===== src/rtl/seq_pkg.sv =====
// Shared definitions for the 1011 serial pattern detector: state encodings and pattern constant.
package seq_pkg;

    localparam int unsigned STATE_W = 3;
    localparam logic [3:0]  PATTERN = 4'b1011;

    typedef enum logic [STATE_W-1:0] {
        S_IDLE = 3'd0,
        S_1    = 3'd1,
        S_10   = 3'd2,
        S_101  = 3'd3,
        S_1011 = 3'd4
    } state_e;

endpackage


===== src/rtl/sat_counter.sv =====
// Saturating up-counter with synchronous clear; clear takes priority over increment.
module sat_counter #(
    parameter int unsigned CNT_W = 8
) (
    input  logic             clk,
    input  logic             rst_n,
    input  logic             inc,
    input  logic             clr,
    output logic [CNT_W-1:0] q
);

    localparam logic [CNT_W-1:0] CNT_MAX = {CNT_W{1'b1}};

    logic [CNT_W-1:0] q_q;
    logic [CNT_W-1:0] q_d;

    always_comb begin
        q_d = q_q;
        if (clr) begin
            q_d = '0;
        end else if (inc && (q_q != CNT_MAX)) begin
            q_d = q_q + CNT_W'(1);
        end
    end

    always_ff @(posedge clk or negedge rst_n) begin
        if (!rst_n) begin
            q_q <= '0;
        end else begin
            q_q <= q_d;
        end
    end

    assign q = q_q;

endmodule


===== src/rtl/seq_detect_1011.sv =====
// Moore FSM detecting the serial pattern 1011 on qualified input bits, with a
// registered match pulse and a saturating match counter.
module seq_detect_1011
    import seq_pkg::*;
#(
    parameter int unsigned CNT_W   = 8,
    parameter int unsigned OVERLAP = 1
) (
    input  logic             clk,
    input  logic             rst_n,
    input  logic             din_valid,
    input  logic             din,
    input  logic             clr_cnt,
    output logic             match,
    output logic [CNT_W-1:0] match_cnt,
    output logic [2:0]       state_o
);

    state_e state_q;
    state_e state_d;
    logic   match_q;
    logic   match_d;

    // Next-state: each accepted bit advances along the 1011 prefix chain.
    always_comb begin
        state_d = state_q;
        match_d = 1'b0;
        unique case (state_q)
            S_IDLE: if (din_valid) state_d = (din == PATTERN[3]) ? S_1 : S_IDLE;
            S_1:    if (din_valid) state_d = (din == PATTERN[2]) ? S_10 : S_1;
            S_10:   if (din_valid) state_d = (din == PATTERN[1]) ? S_101 : S_IDLE;
            S_101:  if (din_valid) state_d = (din == PATTERN[0]) ? S_1011 : S_10;
            S_1011: begin
                if (din_valid) begin
                    if (din) begin
                        state_d = S_1;
                    end else begin
                        state_d = (OVERLAP != 0) ? S_10 : S_IDLE;
                    end
                end
            end
            default: state_d = S_IDLE;
        endcase
        // S_1011 has no self-loop, so this pulses only on entry.
        match_d = din_valid && (state_d == S_1011);
    end

    always_ff @(posedge clk or negedge rst_n) begin
        if (!rst_n) begin
            state_q <= S_IDLE;
            match_q <= 1'b0;
        end else begin
            state_q <= state_d;
            match_q <= match_d;
        end
    end

    sat_counter #(
        .CNT_W (CNT_W)
    ) u_cnt (
        .clk   (clk),
        .rst_n (rst_n),
        .inc   (match_d),
        .clr   (clr_cnt),
        .q     (match_cnt)
    );

    assign match   = match_q;
    assign state_o = 3'(state_q);

endmodule

===== config.mk =====
export PLATFORM = sky130hd
export DESIGN_NAME = seq_detect_1011
export DESIGN_NICKNAME = d
export VERILOG_FILES = /design/src/rtl/seq_pkg.sv /design/src/rtl/sat_counter.sv /design/src/rtl/seq_detect_1011.sv
export SDC_FILE = /design/constraint.sdc
export NUM_CORES = 1
export LEC_CHECK = 0
export ABC_AREA = 1
export BUFFER_PORTS_ARGS = -buffer_cell sky130_fd_sc_hd__buf_4
export CAP_MARGIN = 10
export CORE_AREA = 2 2 48 50
export DETAILED_ROUTE_END_ITERATION = 16
export DIE_AREA = 0 0 50 52
export HOLD_SLACK_MARGIN = 0.12
export PLACE_DENSITY_LB_ADDON = 0.08
export SYNTH_ARGS = -nofsm -noshare
export SYNTH_HDL_FRONTEND = slang
export SYNTH_SLANG_ARGS = --single-unit

===== constraint.sdc =====
create_clock -name clk -period 1.3 [get_ports clk]
set_input_delay 0.065 -clock clk [delete_from_list [all_inputs] [get_ports clk]]
set_output_delay 0.065 -clock clk [all_outputs]
set_load 0.01 [all_outputs]

==> results by group <==
Setup path
  • Crit path max fanout: 4
  • CP Launch Type: flop
  • Cell repeated most along the worst path: nand2_4
  • Reg2reg setup slack: 0.02 ns
  • WS Path Type: flop to flop
  • Critical-path cell list: ha_2 -> nand2_4 -> nor2_4 -> nand2_1 -> nand2_2 -> nand2_4 -> o21ai_1
  • Crit-path max cell delay: 0.36 ns
  • Slowest-stage cell, CP: dfrtp_1
  • Worst reg2reg path depth: 7
  • CP Capture Type: flop
  • Required @ worst endpoint: 1.49 ns
  • Worst EP arrival: roughly 1.5 ns

Pwr
  • Switching share of power: 28.01%
  • Flop pwr share: between 40 and 50%
  • Pwr Density: 900.2 nW/um^2
  • Worst IR Drop VDD: ~0.00066 V
  • P_leak: approximately 0.52 nW
  • Combinational fraction of design power: 20.6%
  • P_int: 0.0006551 W
  • Clk pwr share: between 30% and 40%
  • P_sw: between 0.0002 and 0.0003 W

Drt
  • DRT iter0 DRCs: 16
  • Drt first pass iters: 4
  • Total number of vias: 713
  • Antenna Violating Nets Remaining: 0
  • Drt via density: 4.660
  • DRC: 0
  • Wire per inst: 11.21 um
  • Routed wire length: 1715 um

Timing
  • Period Utilization, post-route: between 90% and 100%
  • Worst Max-Slew Pin Slew: 0.2763 ns
  • Fin. Hold Viols: 0
  • Worst Setup Slack, final: 0.02096 ns
  • Max Clock Freq: 781.8 MHz
  • Slew HR: 81.56%
  • Unrepaired setup endpoints after global routing: true
  • Number of setup violations in the final report: 0
  • Clock skew: ~0.0095 ns
  • Final Max Slew Viols: 0
  • Final min period: 1.279 ns

Die
  • Core footprint: 2106 um^2
  • Die height: about 52 um
  • Top Ports: 17
  • Die X: 50 um
  • Row cnt: 17
  • Starting Density: 32.38%
  • Die footprint: roughly 2600 um^2

Placement
  • Placed cell area: 889.6 um^2
  • Setup WS pre-CTS: 0.05026 ns
  • Port buffer count: 16
  • Final Wtd Congestion: ~0.85
  • HPWL after detailed placement: 1255 um
  • # placed instances: 144

Global routing
  • Initial antenna violation count: 0
  • Largest net degree at the start of global routing: 13
  • GRT Residual Overflow: 0
  • First-pass GRT wire length: roughly 2800 um
  • GRT Total Usage: between 10% and 20%
  • Vias in the first global route: 627

Synthesis
  • Post-synthesis cell area: 681.9 um^2
  • Yosys top cell by area: dfrtp_1
  • #FFs+latches synth: 12
  • Synth top cells by count: nand2_1, dfrtp_1, inv_1, nor2_1, nand4_1
  • Instance count of the mapped netlist: 93
  • Yosys warnings: 0
  • Most area-consuming cells after synthesis: dfrtp_1, nand2_1, nand4_1
  • FFs w/ async S/R, synth: 100.0%
  • Top-area cell type share of the netlist area: 44.04%
  • Syn avg cell area: around 7.3 um^2
  • Syn Nets: between 90 and 100
  • Count of different cell masters after synthesis: 17
  • Most numerous cell in the Yosys netlist: nand2_1
  • Main synth FF type: dfrtp_1
  • Seq/Total Area, Yosys: 44.04%
  • Post-synth EDFFs: 0

Finish
  • Final #Nets: ~130
  • # diodes: 0
  • Storage element area: around 300 um^2
  • Synthesis-to-layout area growth: 48.26%
  • Fill cells: 215
  • Final instance area: 1011 um^2
  • Share of layout cells above drive strength 1: 36.00%
  • Post-Layout Cell Count: about 150
  • Multi-input logic area: ~370 um^2

Clock network
  • Num Clock Sinks: 12
  • Clk Latency, worst-skew pair: 0.28 ns
  • Clock transition at the registers of the reported paths: 0.07 ns
  • CTS tree: done
  • CTS Buf Count: 3
  • CTS root buffer: clkbuf_4
  • CTS Buffer Depth: 2
  • # H-tree levels: 1

Run status
  • Status: finished, final reports clean

Flow run
  • Max cap viols: 0

Hold path
  • Hold Path Class: input port to flop
  • Worst hold path stage count: 5
==> power by group through the flow <==
| stage | combinational (W) | clock [W] | sequential, W |
|---|---|---|---|
| 2_1_floorplan | 0.0000622 | 0 | 0.000448 |
| 3_3_place_gp | 0.000173 | 0 | 0.000431 |
| 3_5_place_dp | 0.000173 | 0 | 0.000431 |
| 4_1_cts | 0.000181 | 0.000305 | 0.000424 |
| 5_1_grt | 0.000211 | 0.000328 | 0.000430 |
| 6_report | 0.000188 | 0.000299 | 0.000423 |
==> cell families (layout without fill, tap and decap cells) <==
family                     Yosys count  count (layout)  synth area share, %
and+or+nand+nor                     58              58                39.45
DFF                                 12              12                44.04
buffers and inverters               12              44                6.607
AOI/OAI and AO/OA                   10              10                8.074
adders and majority gates            1               1                1.835
==> final timing paths <==
kind / startpoint / endpoint
setup reg to reg: u_cnt.q[1] / u_cnt.q[0]
hold reg to reg: u_cnt.q[7] / u_cnt.q[7]
min in group asynchronous: rst_n / u_cnt.q[5]
setup / recovery: u_cnt.q[1] / u_cnt.q[0]
hold / removal: din / state_o[1]
max in group asynchronous: rst_n / state_o[0]
==> critical path, delay by kind of cell, from the launching register on <==
family | cells | cell delay, ns
DFF | 1 | 0.36
and+or+nand+nor | 5 | 0.45
adders and majority gates | 1 | 0.21
AOI/OAI and AO/OA | 1 | 0.17
==> sequential cells by signal (all words and copies together) (netlist names) <==
signal   flops
state_o      3
match        1
u_cnt.q      8
==> through the flow <==
step	total power (W)	utilization [%]	setup TNS (ns)	hold slack (ns)
5_1_grt	0.0009680	48.01	-0.4820	0.1762
3_5_place_dp	0.0006046	42.25	0	-0.08400
2_1_floorplan	0.0005101	-	0	-0.2306
4_1_cts	0.0009101	45.40	0	0.1478
6_report	0.0009101	48.01	0	0.1536
3_3_place_gp	0.0006042	42.25	0	-0.08170
==> placed cells by master (no fill, tap or decap) <==
cell type      synthesis  final
a21oi_1                4      4
nor2_4                 1      2
inv_1                 10     10
a211oi_1               1      1
o21ai_1                0      2
o21bai_1               1      1
o21ai_0                4      2
nand2_2                2      6
nand3_1                6      6
nand2_1               29     23
nor2_1                 9      9
nand2_4                0      2
nand4_1                7      7
inv_6                  0      1
inv_4                  0      1
clkbuf_8               0      1
nand3_2                1      1
dfrtp_1               12     12
ha_2                   0      1
or2_2                  2      2
dlygate4sd3_1          0      3
buf_4                  0     25
clkbuf_4               0      3
==> metal layers <==
| metal | vias up | track usage (%) | wire length (um) |
|---|---|---|---|
| met5 | - | 0 | 0 |
| met4 | 0 | 8.333 | 17 |
| met3 | 2 | 2.586 | 61 |
| met2 | 13 | 25.88 | 905 |
| met1 | 330 | 16.76 | 730 |
| li1 | 368 | - | - |
==> what timing repair did <==
item | in CTS | in global routing
setup endpoints to repair | 0 | 7
resized for setup | 0 | 15
endpoints found under the hold margin | 16 | 0
hold buffers | 3 | 0
setup buffers | 0 | 2
==> cell type report <==
cell class	count	area share, %
clock buffers	4	3.589
inverters	12	5.198
multi-input cells	69	36.51
flip-flops and latches	12	29.70
well taps	28	3.465
repair buffers	28	21.53
Power figures use the tool's default switching activity.
